`src/rtl/mem_access_seq_pkg.sv`:
```
// Shared types and constants for the multicycle memory sequencer.
// Holds the FSM state encoding, latency bound and default widths.
package mem_seq_pkg;

    localparam int MAX_LAT    = 4;
    localparam int CNT_W      = $clog2(MAX_LAT);
    localparam int DEF_DATA_W = 32;
    localparam int DEF_ADDR_W = 32;
    localparam int DEF_RAM_AW = 8;

    typedef enum logic [2:0] {
        IDLE  = 3'd0,
        ISSUE = 3'd1,
        WAIT  = 3'd2,
        DONE  = 3'd3,
        FAULT = 3'd4
    } memState_t;

    // Counter preload for a given latency: WAIT lasts lat cycles ending at zero.
    function automatic logic [CNT_W-1:0] latLoad(input int lat);
        return CNT_W'(lat - 1);
    endfunction

endpackage

```
`src/rtl/mem_access_seq_if.sv`:
```
// CPU-side request/response bundle between the control FSM and the sequencer.
interface mem_access_seq_if #(
    parameter int DATA_W = 32,
    parameter int ADDR_W = 32
);
    logic              Req;
    logic              WE;
    logic [ADDR_W-1:0] Addr;
    logic [DATA_W-1:0] WData;
    logic              Busy;
    logic              Done;
    logic [DATA_W-1:0] RData;
    logic              Fault;

    modport master (output Req, WE, Addr, WData, input  Busy, Done, RData, Fault);
    modport slave  (input  Req, WE, Addr, WData, output Busy, Done, RData, Fault);
endinterface

```
`src/rtl/mem_access_seq_lat_counter.sv`:
```
// Purpose: loadable down-counter with zero flag, times the RAM wait window.
// Latency: load/decrement visible the cycle after the enabling edge.
// Backpressure: none; saturates at zero instead of wrapping.
module mem_lat_counter #(
    parameter int W = 2
) (
    input  logic         clk,
    input  logic         Reset,
    input  logic         load,
    input  logic         dec,
    input  logic [W-1:0] loadVal,
    output logic [W-1:0] count,
    output logic         zero
);
    always_ff @(posedge clk) begin
        if (Reset) begin
            count <= '0;
        end else if (load) begin
            count <= loadVal;
        end else if (dec && (count != '0)) begin
            count <= count - 1'b1;
        end
    end

    assign zero = (count == '0);
endmodule

```
`src/rtl/mem_access_seq.sv`:
```
// Purpose: issues one RAM access per request, waits fixed latency, latches read data.
// Latency: Req in cycle k -> Done in cycle k+LAT+2 (LAT = RD_LAT or WR_LAT).
// Backpressure: Busy high in ISSUE/WAIT; Req outside IDLE is dropped. Macro: MEM_ALIGN_CHECK_EN.
module mem_access_seq
    import mem_seq_pkg::*;
#(
    parameter int DATA_W = DEF_DATA_W,
    parameter int ADDR_W = DEF_ADDR_W,
    parameter int RAM_AW = DEF_RAM_AW,
    parameter int RD_LAT = 1,
    parameter int WR_LAT = 1
) (
    input  logic              clk,
    input  logic              Reset,
    mem_access_seq_if.slave   cpu,
    output logic              ram_en,
    output logic              ram_wr,
    output logic [RAM_AW-1:0] ram_addr,
    output logic [DATA_W-1:0] ram_wdata,
    input  logic [DATA_W-1:0] ram_rdata
);
    if ((RD_LAT < 1) || (RD_LAT > MAX_LAT) || (WR_LAT < 1) || (WR_LAT > MAX_LAT)) begin : gBadLat
        $error("mem_access_seq: RD_LAT/WR_LAT must be in 1..%0d", MAX_LAT);
    end
    if (RAM_AW + 2 > ADDR_W) begin : gBadAw
        $error("mem_access_seq: RAM_AW+2 exceeds ADDR_W");
    end

    localparam logic [CNT_W-1:0] RD_LOAD = latLoad(RD_LAT);
    localparam logic [CNT_W-1:0] WR_LOAD = latLoad(WR_LAT);

    memState_t         state, nextState;
    logic              capWe;
    logic [RAM_AW-1:0] capRamAddr;
    logic [DATA_W-1:0] capWData;
    logic [DATA_W-1:0] rdataQ;
    logic [CNT_W-1:0]  cnt;
    logic              cntZero;
    logic              reqAccept;

    assign reqAccept = (state == IDLE) && cpu.Req;

    always_ff @(posedge clk) begin
        if (Reset) begin
            state <= IDLE;
        end else begin
            state <= nextState;
        end
    end

    always_comb begin
        nextState = state;
        case (state)
            IDLE: begin
                if (cpu.Req) begin
`ifdef MEM_ALIGN_CHECK_EN
                    nextState = (cpu.Addr[1:0] != 2'b00) ? FAULT : ISSUE;
`else
                    nextState = ISSUE;
`endif
                end
            end
            ISSUE:   nextState = WAIT;
            WAIT:    nextState = cntZero ? DONE : WAIT;
            DONE:    nextState = IDLE;
            default: nextState = IDLE;
        endcase
    end

    always_comb begin
        cpu.Busy  = 1'b0;
        cpu.Done  = 1'b0;
        cpu.Fault = 1'b0;
        ram_en    = 1'b0;
        case (state)
            ISSUE:   begin cpu.Busy = 1'b1; ram_en = 1'b1; end
            WAIT:    cpu.Busy = 1'b1;
            DONE:    cpu.Done = 1'b1;
`ifdef MEM_ALIGN_CHECK_EN
            FAULT:   cpu.Fault = 1'b1;
`endif
            default: ;
        endcase
    end

    // Request fields are frozen at acceptance so later bus changes cannot disturb the access.
    always_ff @(posedge clk) begin
        if (Reset) begin
            capWe      <= 1'b0;
            capRamAddr <= '0;
            capWData   <= '0;
        end else if (reqAccept) begin
            capWe      <= cpu.WE;
            capRamAddr <= cpu.Addr[RAM_AW+1:2];
            capWData   <= cpu.WData;
        end
    end

    always_ff @(posedge clk) begin
        if (Reset) begin
            rdataQ <= '0;
        end else if ((state == WAIT) && cntZero && !capWe) begin
            rdataQ <= ram_rdata;
        end
    end

    mem_lat_counter #(.W(CNT_W)) uLatCnt (
        .clk     (clk),
        .Reset   (Reset),
        .load    (state == ISSUE),
        .dec     (state == WAIT),
        .loadVal (capWe ? WR_LOAD : RD_LOAD),
        .count   (cnt),
        .zero    (cntZero)
    );

    assign cpu.RData = rdataQ;
    assign ram_wr    = ram_en & capWe;
    assign ram_addr  = capRamAddr;
    assign ram_wdata = capWData;
endmodule

```
`src/flat_wrapper.sv`:
```
// flat-port wrapper written by rule: the top's interface ports become plain ports
module mem_access_seq_flat import mem_seq_pkg::*;
#(
    parameter int DATA_W = DEF_DATA_W,
    parameter int ADDR_W = DEF_ADDR_W,
    parameter int RAM_AW = DEF_RAM_AW,
    parameter int RD_LAT = 1,
    parameter int WR_LAT = 1
)
  (clk, Reset, ram_en, ram_wr, ram_addr, ram_wdata, ram_rdata, cpu_Req, cpu_WE, cpu_Addr, cpu_WData, cpu_Busy, cpu_Done, cpu_RData, cpu_Fault);
  mem_access_seq_if #(.DATA_W(DATA_W), .ADDR_W(ADDR_W)) cpu_i ();
  input  logic clk;
  input  logic Reset;
  output logic ram_en;
  output logic ram_wr;
  output logic [RAM_AW-1:0] ram_addr;
  output logic [DATA_W-1:0] ram_wdata;
  input  logic [DATA_W-1:0] ram_rdata;
  input wire logic [$bits(cpu_i.Req)-1:0] cpu_Req;
  input wire logic [$bits(cpu_i.WE)-1:0] cpu_WE;
  input wire logic [$bits(cpu_i.Addr)-1:0] cpu_Addr;
  input wire logic [$bits(cpu_i.WData)-1:0] cpu_WData;
  output wire logic [$bits(cpu_i.Busy)-1:0] cpu_Busy;
  output wire logic [$bits(cpu_i.Done)-1:0] cpu_Done;
  output wire logic [$bits(cpu_i.RData)-1:0] cpu_RData;
  output wire logic [$bits(cpu_i.Fault)-1:0] cpu_Fault;
  assign cpu_i.Req = cpu_Req;
  assign cpu_i.WE = cpu_WE;
  assign cpu_i.Addr = cpu_Addr;
  assign cpu_i.WData = cpu_WData;
  assign cpu_Busy = cpu_i.Busy;
  assign cpu_Done = cpu_i.Done;
  assign cpu_RData = cpu_i.RData;
  assign cpu_Fault = cpu_i.Fault;
  mem_access_seq #(.DATA_W(DATA_W), .ADDR_W(ADDR_W), .RAM_AW(RAM_AW), .RD_LAT(RD_LAT), .WR_LAT(WR_LAT)) u_core (.clk(clk), .Reset(Reset), .cpu(cpu_i), .ram_en(ram_en), .ram_wr(ram_wr), .ram_addr(ram_addr), .ram_wdata(ram_wdata), .ram_rdata(ram_rdata));
endmodule
```
`config.mk`:
```
export PLATFORM = sky130hd
export DESIGN_NAME = mem_access_seq_flat
export DESIGN_NICKNAME = d
export VERILOG_FILES = /design/src/rtl/mem_access_seq_pkg.sv /design/src/rtl/mem_access_seq_if.sv /design/src/rtl/mem_access_seq_lat_counter.sv /design/src/rtl/mem_access_seq.sv /design/src/flat_wrapper.sv
export SDC_FILE = /design/constraint.sdc
export NUM_CORES = 1
export LEC_CHECK = 0
export CAP_MARGIN = 20
export CORE_UTILIZATION = 40
export CTS_CLUSTER_DIAMETER = 30
export DETAILED_ROUTE_END_ITERATION = 7
export PLACE_DENSITY = 0.86
export SETUP_SLACK_MARGIN = 0.1
export SLEW_MARGIN = 30
export SYNTH_ARGS = -nofsm -noshare
export SYNTH_HDL_FRONTEND = slang
export SYNTH_SLANG_ARGS = --single-unit
```
`constraint.sdc`:
```
create_clock -name clk -period 2.25 [get_ports clk]
set_input_delay 0.225 -clock clk [delete_from_list [all_inputs] [get_ports clk]]
set_output_delay 0.225 -clock clk [all_outputs]
set_load 0.01 [all_outputs]
```
==> impl_metrics.env <==
export IMPL_status="completed"
export IMPL_reg2reg_depth=6
export IMPL_die_h_um=86.8
export IMPL_crit_path_start_kind="flop"
export IMPL_hold_slack_ps=394
export IMPL_ctsHoldBuffers=0
export IMPL_synth_nets=454
export IMPL_numCtsBuffers=9
export IMPL_ys_warn_count=0
export IMPL_final_antenna_net_count=0
export IMPL_cts_num_sinks=77
export IMPL_min_period_ps=1900
export IMPL_htreeDepth=3
export IMPL_crit_fanout=4
export IMPL_max_stage_delay_ps=560
export IMPL_fin_cells=593
export IMPL_slew_viol_final=0
export IMPL_worst_pin_slew_ps=568
export IMPL_switching_share_pct=29.1
export IMPL_ir_drop_mv=0.548
export IMPL_cts_root_buffer_cell="clkbuf_8"
export IMPL_synth_edf_count=0
export IMPL_post_cts_repair_setup_buffers=0
export IMPL_r2r_start="u_core.state[0]$_SDFFE_PP0P_"
export IMPL_setup_tns_ps=0
export IMPL_seq_area_frac_synth_pct=53.6
export IMPL_clk_pin_slew_ps=80
export IMPL_r2r_setup_slack_ps=590
export IMPL_wl_met1_um=3060
export IMPL_hold_viol=0
export IMPL_max_freq_mhz=525
export IMPL_row_count=30
export IMPL_ios=177
export IMPL_cts_resized_gates=0
export IMPL_layout_drive_gt1_share_pct=7.85
export IMPL_hpwlAfterDp_um=5630
export IMPL_synth_top_area_cell="dfxtp_1"
export IMPL_yosysMostFrequentCell="nand2_1"
export IMPL_syn_area_um2=2880
export IMPL_synth_avg_cell_area_um2=8.24
export IMPL_route_met3_wl_um=717
export IMPL_gp_congestion=0.730
export IMPL_pwr_share_clk_pct=28.5
export IMPL_intPower_mw=2.57
export IMPL_fin_crit_sh_pct=84.6
export IMPL_cts_max_path_buffers=2
export IMPL_path_cells="inv_1, ha_1, clkdlybuf4s50_1"
export IMPL_grt_max_degree=78
export IMPL_core_um2=6870
export IMPL_hold_path_end="u_core.cpu.RData[0]$_SDFFE_PP0P_"
export IMPL_cts_tree="yes"
export IMPL_routed_via_count=2772
export IMPL_synth_cells=349
export IMPL_combPwrFrac_pct=27.6
export IMPL_path_buf_inv=2
export IMPL_p_total_mw=3.62
export IMPL_leakage_nw=1.65
export IMPL_crit_required_ps=2030
export IMPL_rsz0062_at_grt="no"
export IMPL_first_pass_iters=5
export IMPL_nets=597
export IMPL_hold_class="in2reg"
export IMPL_relSlewSlack_pct=62.1
export IMPL_power_density_nw_per_um2=790
export IMPL_async_reset_ff_share_pct=0
export IMPL_placed_cells=577
export IMPL_antenna_found_initial=0
export IMPL_wirelength_um=7680
export IMPL_n_antenna_cell=0
export IMPL_routedWlPerCell_um=13.0
export IMPL_crit_type="reg2out"
export IMPL_synth_seq_cells=77
export IMPL_highest_layer="met4"
export IMPL_grt_pass1_wl_um=12100
export IMPL_arrival_ps=1680
export IMPL_dr_first_iter_drc_count=95
export IMPL_grt_use_total_pct=20.9
export IMPL_setup_viol_count_final=0
export IMPL_dieArea_um2=7530
export IMPL_routed_via_density=4.67
export IMPL_synth_cell_type_count=23
export IMPL_fin_skew_ps=7.44
export IMPL_syn2layout_area_growth_pct=59.5
export IMPL_hold_path_depth=3
export IMPL_seq_power_share_pct=43.8
export IMPL_clock_latency_ps=330
export IMPL_slowest_stage="clkdlybuf4s50_1"
export IMPL_maxCapViolCount=0
export IMPL_cp_top_family="buffers and inverters"
export IMPL_ys_top_cells_by_count="nand2_1 (148), dfxtp_1 (77), a21oi_1 (61), a21oi_2 (13), buf_2 (12)"
export IMPL_wl_met2_um=3780
export IMPL_synth_area_top_cells="dfxtp_1 (54%), nand2_1 (19%), a21oi_1 (11%), a21oi_2 (4.0%), buf_6 (2.7%)"
export IMPL_worst_hold_startpoint="Reset"
export IMPL_die_w_um=86.8
export IMPL_worstSetupEndpointType="output pin"
export IMPL_port_buffers=151
export IMPL_ys_flop_type="dfxtp_1"
export IMPL_initial_core_util_pct=41.9
export IMPL_grt_pass1_vias=2549
export IMPL_synth_top_area_share_pct=53.6
export IMPL_netSwitchingPower_mw=1.05
export IMPL_drc_errors=0
export IMPL_reg2reg_to="u_core.ram_wdata[19]$_SDFFE_PP0P_"
export IMPL_grt_ovfl_total=0
==> per-stage QoR <==
step | utilization, % | cell area, um2 | setup slack [ps]
finish | 66.8 | 4590 | 347
floorplan | - | 2880 | 952
global route | 66.8 | 4590 | 244
CTS | 66.8 | 4590 | 306
global placement | 63.9 | 4390 | 397
detailed placement | 63.9 | 4390 | 507
==> cell usage in the layout, fill, tap and decap left out <==
cell type / n
inv_6: 1
a21oi_2: 13
dfxtp_1: 77
and2_1: 2
mux2i_1: 1
clkinvlp_4: 1
nand2b_1: 1
ha_1: 5
clkdlybuf4s50_1: 150
nand3_1: 1
nor2_1: 3
conb_1: 1
bufinv_16: 1
nor3_1: 1
nand2_1: 148
buf_2: 1
a21oi_1: 61
clkbuf_8: 10
a2111oi_2: 1
buf_4: 5
o211ai_1: 1
xnor2_1: 1
and3b_2: 1
inv_1: 4
nand3b_1: 1
clkinv_2: 3
and2b_2: 1
buf_12: 1
==> tightest hold or removal path: cells and delay by family <==
| kind | cells | cell delay (ps) |
|---|---|---|
| AOI/OAI and AO/OA | 1 | 140 |
| buffers and inverters | 2 | 320 |
==> logic make-up (layout without fill, tap and decap cells) <==
group / Yosys count / count (layout) / synth area share [%]
flops: 77 / 77 / 53.6
xor+xnor: 1 / 1 / 0.305
buf+inv: 29 / 177 / 6.52
other cells: 1 / 1 / 0.130
simple gates: 159 / 159 / 21.6
fa+ha+maj: 5 / 5 / 2.17
compound gates: 76 / 76 / 15.4
mux: 1 / 1 / 0.348
==> metal layers <==
layer	vias to the layer above	global-route usage, %
li1	1401	-
met1	1252	22.8
met2	108	36.6
met3	11	8.29
met4	0	7.27
met5	-	0
==> cell type report <==
type                            instances  area [um2]
Fill cell                             561        2280
Timing Repair Buffer                  157        1560
Sequential cell                        77        1540
Multi-Input combinational cell        243        1150
Clock buffer                           10         138
Tap cell                               96         120
Clock inverter                          6        61.3
Inverter                                4        15.0
==> how the worst max path moves through the flow <==
stage	start	end	slack, ps	cells past startpoint
global placement	u_core.state[0]$_SDFFE_PP0P_	u_core.cpu.RData[21]$_SDFFE_PP0P_	400	5
global route	u_core.state[1]$_SDFFE_PP0P_	ram_wr	240	4
floorplan	u_core.state[0]$_SDFFE_PP0P_	u_core.ram_wdata[3]$_SDFFE_PP0P_	950	7
finish	u_core.state[0]$_SDFFE_PP0P_	cpu_Busy	350	3
CTS	u_core.state[1]$_SDFFE_PP0P_	ram_wr	310	4
detailed placement	cpu_Req	u_core.ram_wdata[3]$_SDFFE_PP0P_	510	5
==> power by group through the flow <==
| stage | clock, mW | sequential [mW] | combinational, mW |
|---|---|---|---|
| after floorplan | 0 | 1.68 | 0.463 |
| after global placement | 0 | 1.61 | 0.986 |
| after detailed placement | 0 | 1.62 | 1.01 |
| after CTS | 1.08 | 1.59 | 1.01 |
| after global routing | 1.12 | 1.61 | 1.10 |
| final | 1.03 | 1.59 | 1.00 |
==> sequential cells by signal (all words and copies together) (netlist names) <==
signal / count
u_core.state: 2
u_core.ram_wdata: 32
u_core.capWe: 1
u_core.cpu.RData: 32
u_core.ram_addr: 8
u_core.uLatCnt.count: 2
(Power assumes the default switching activity.)
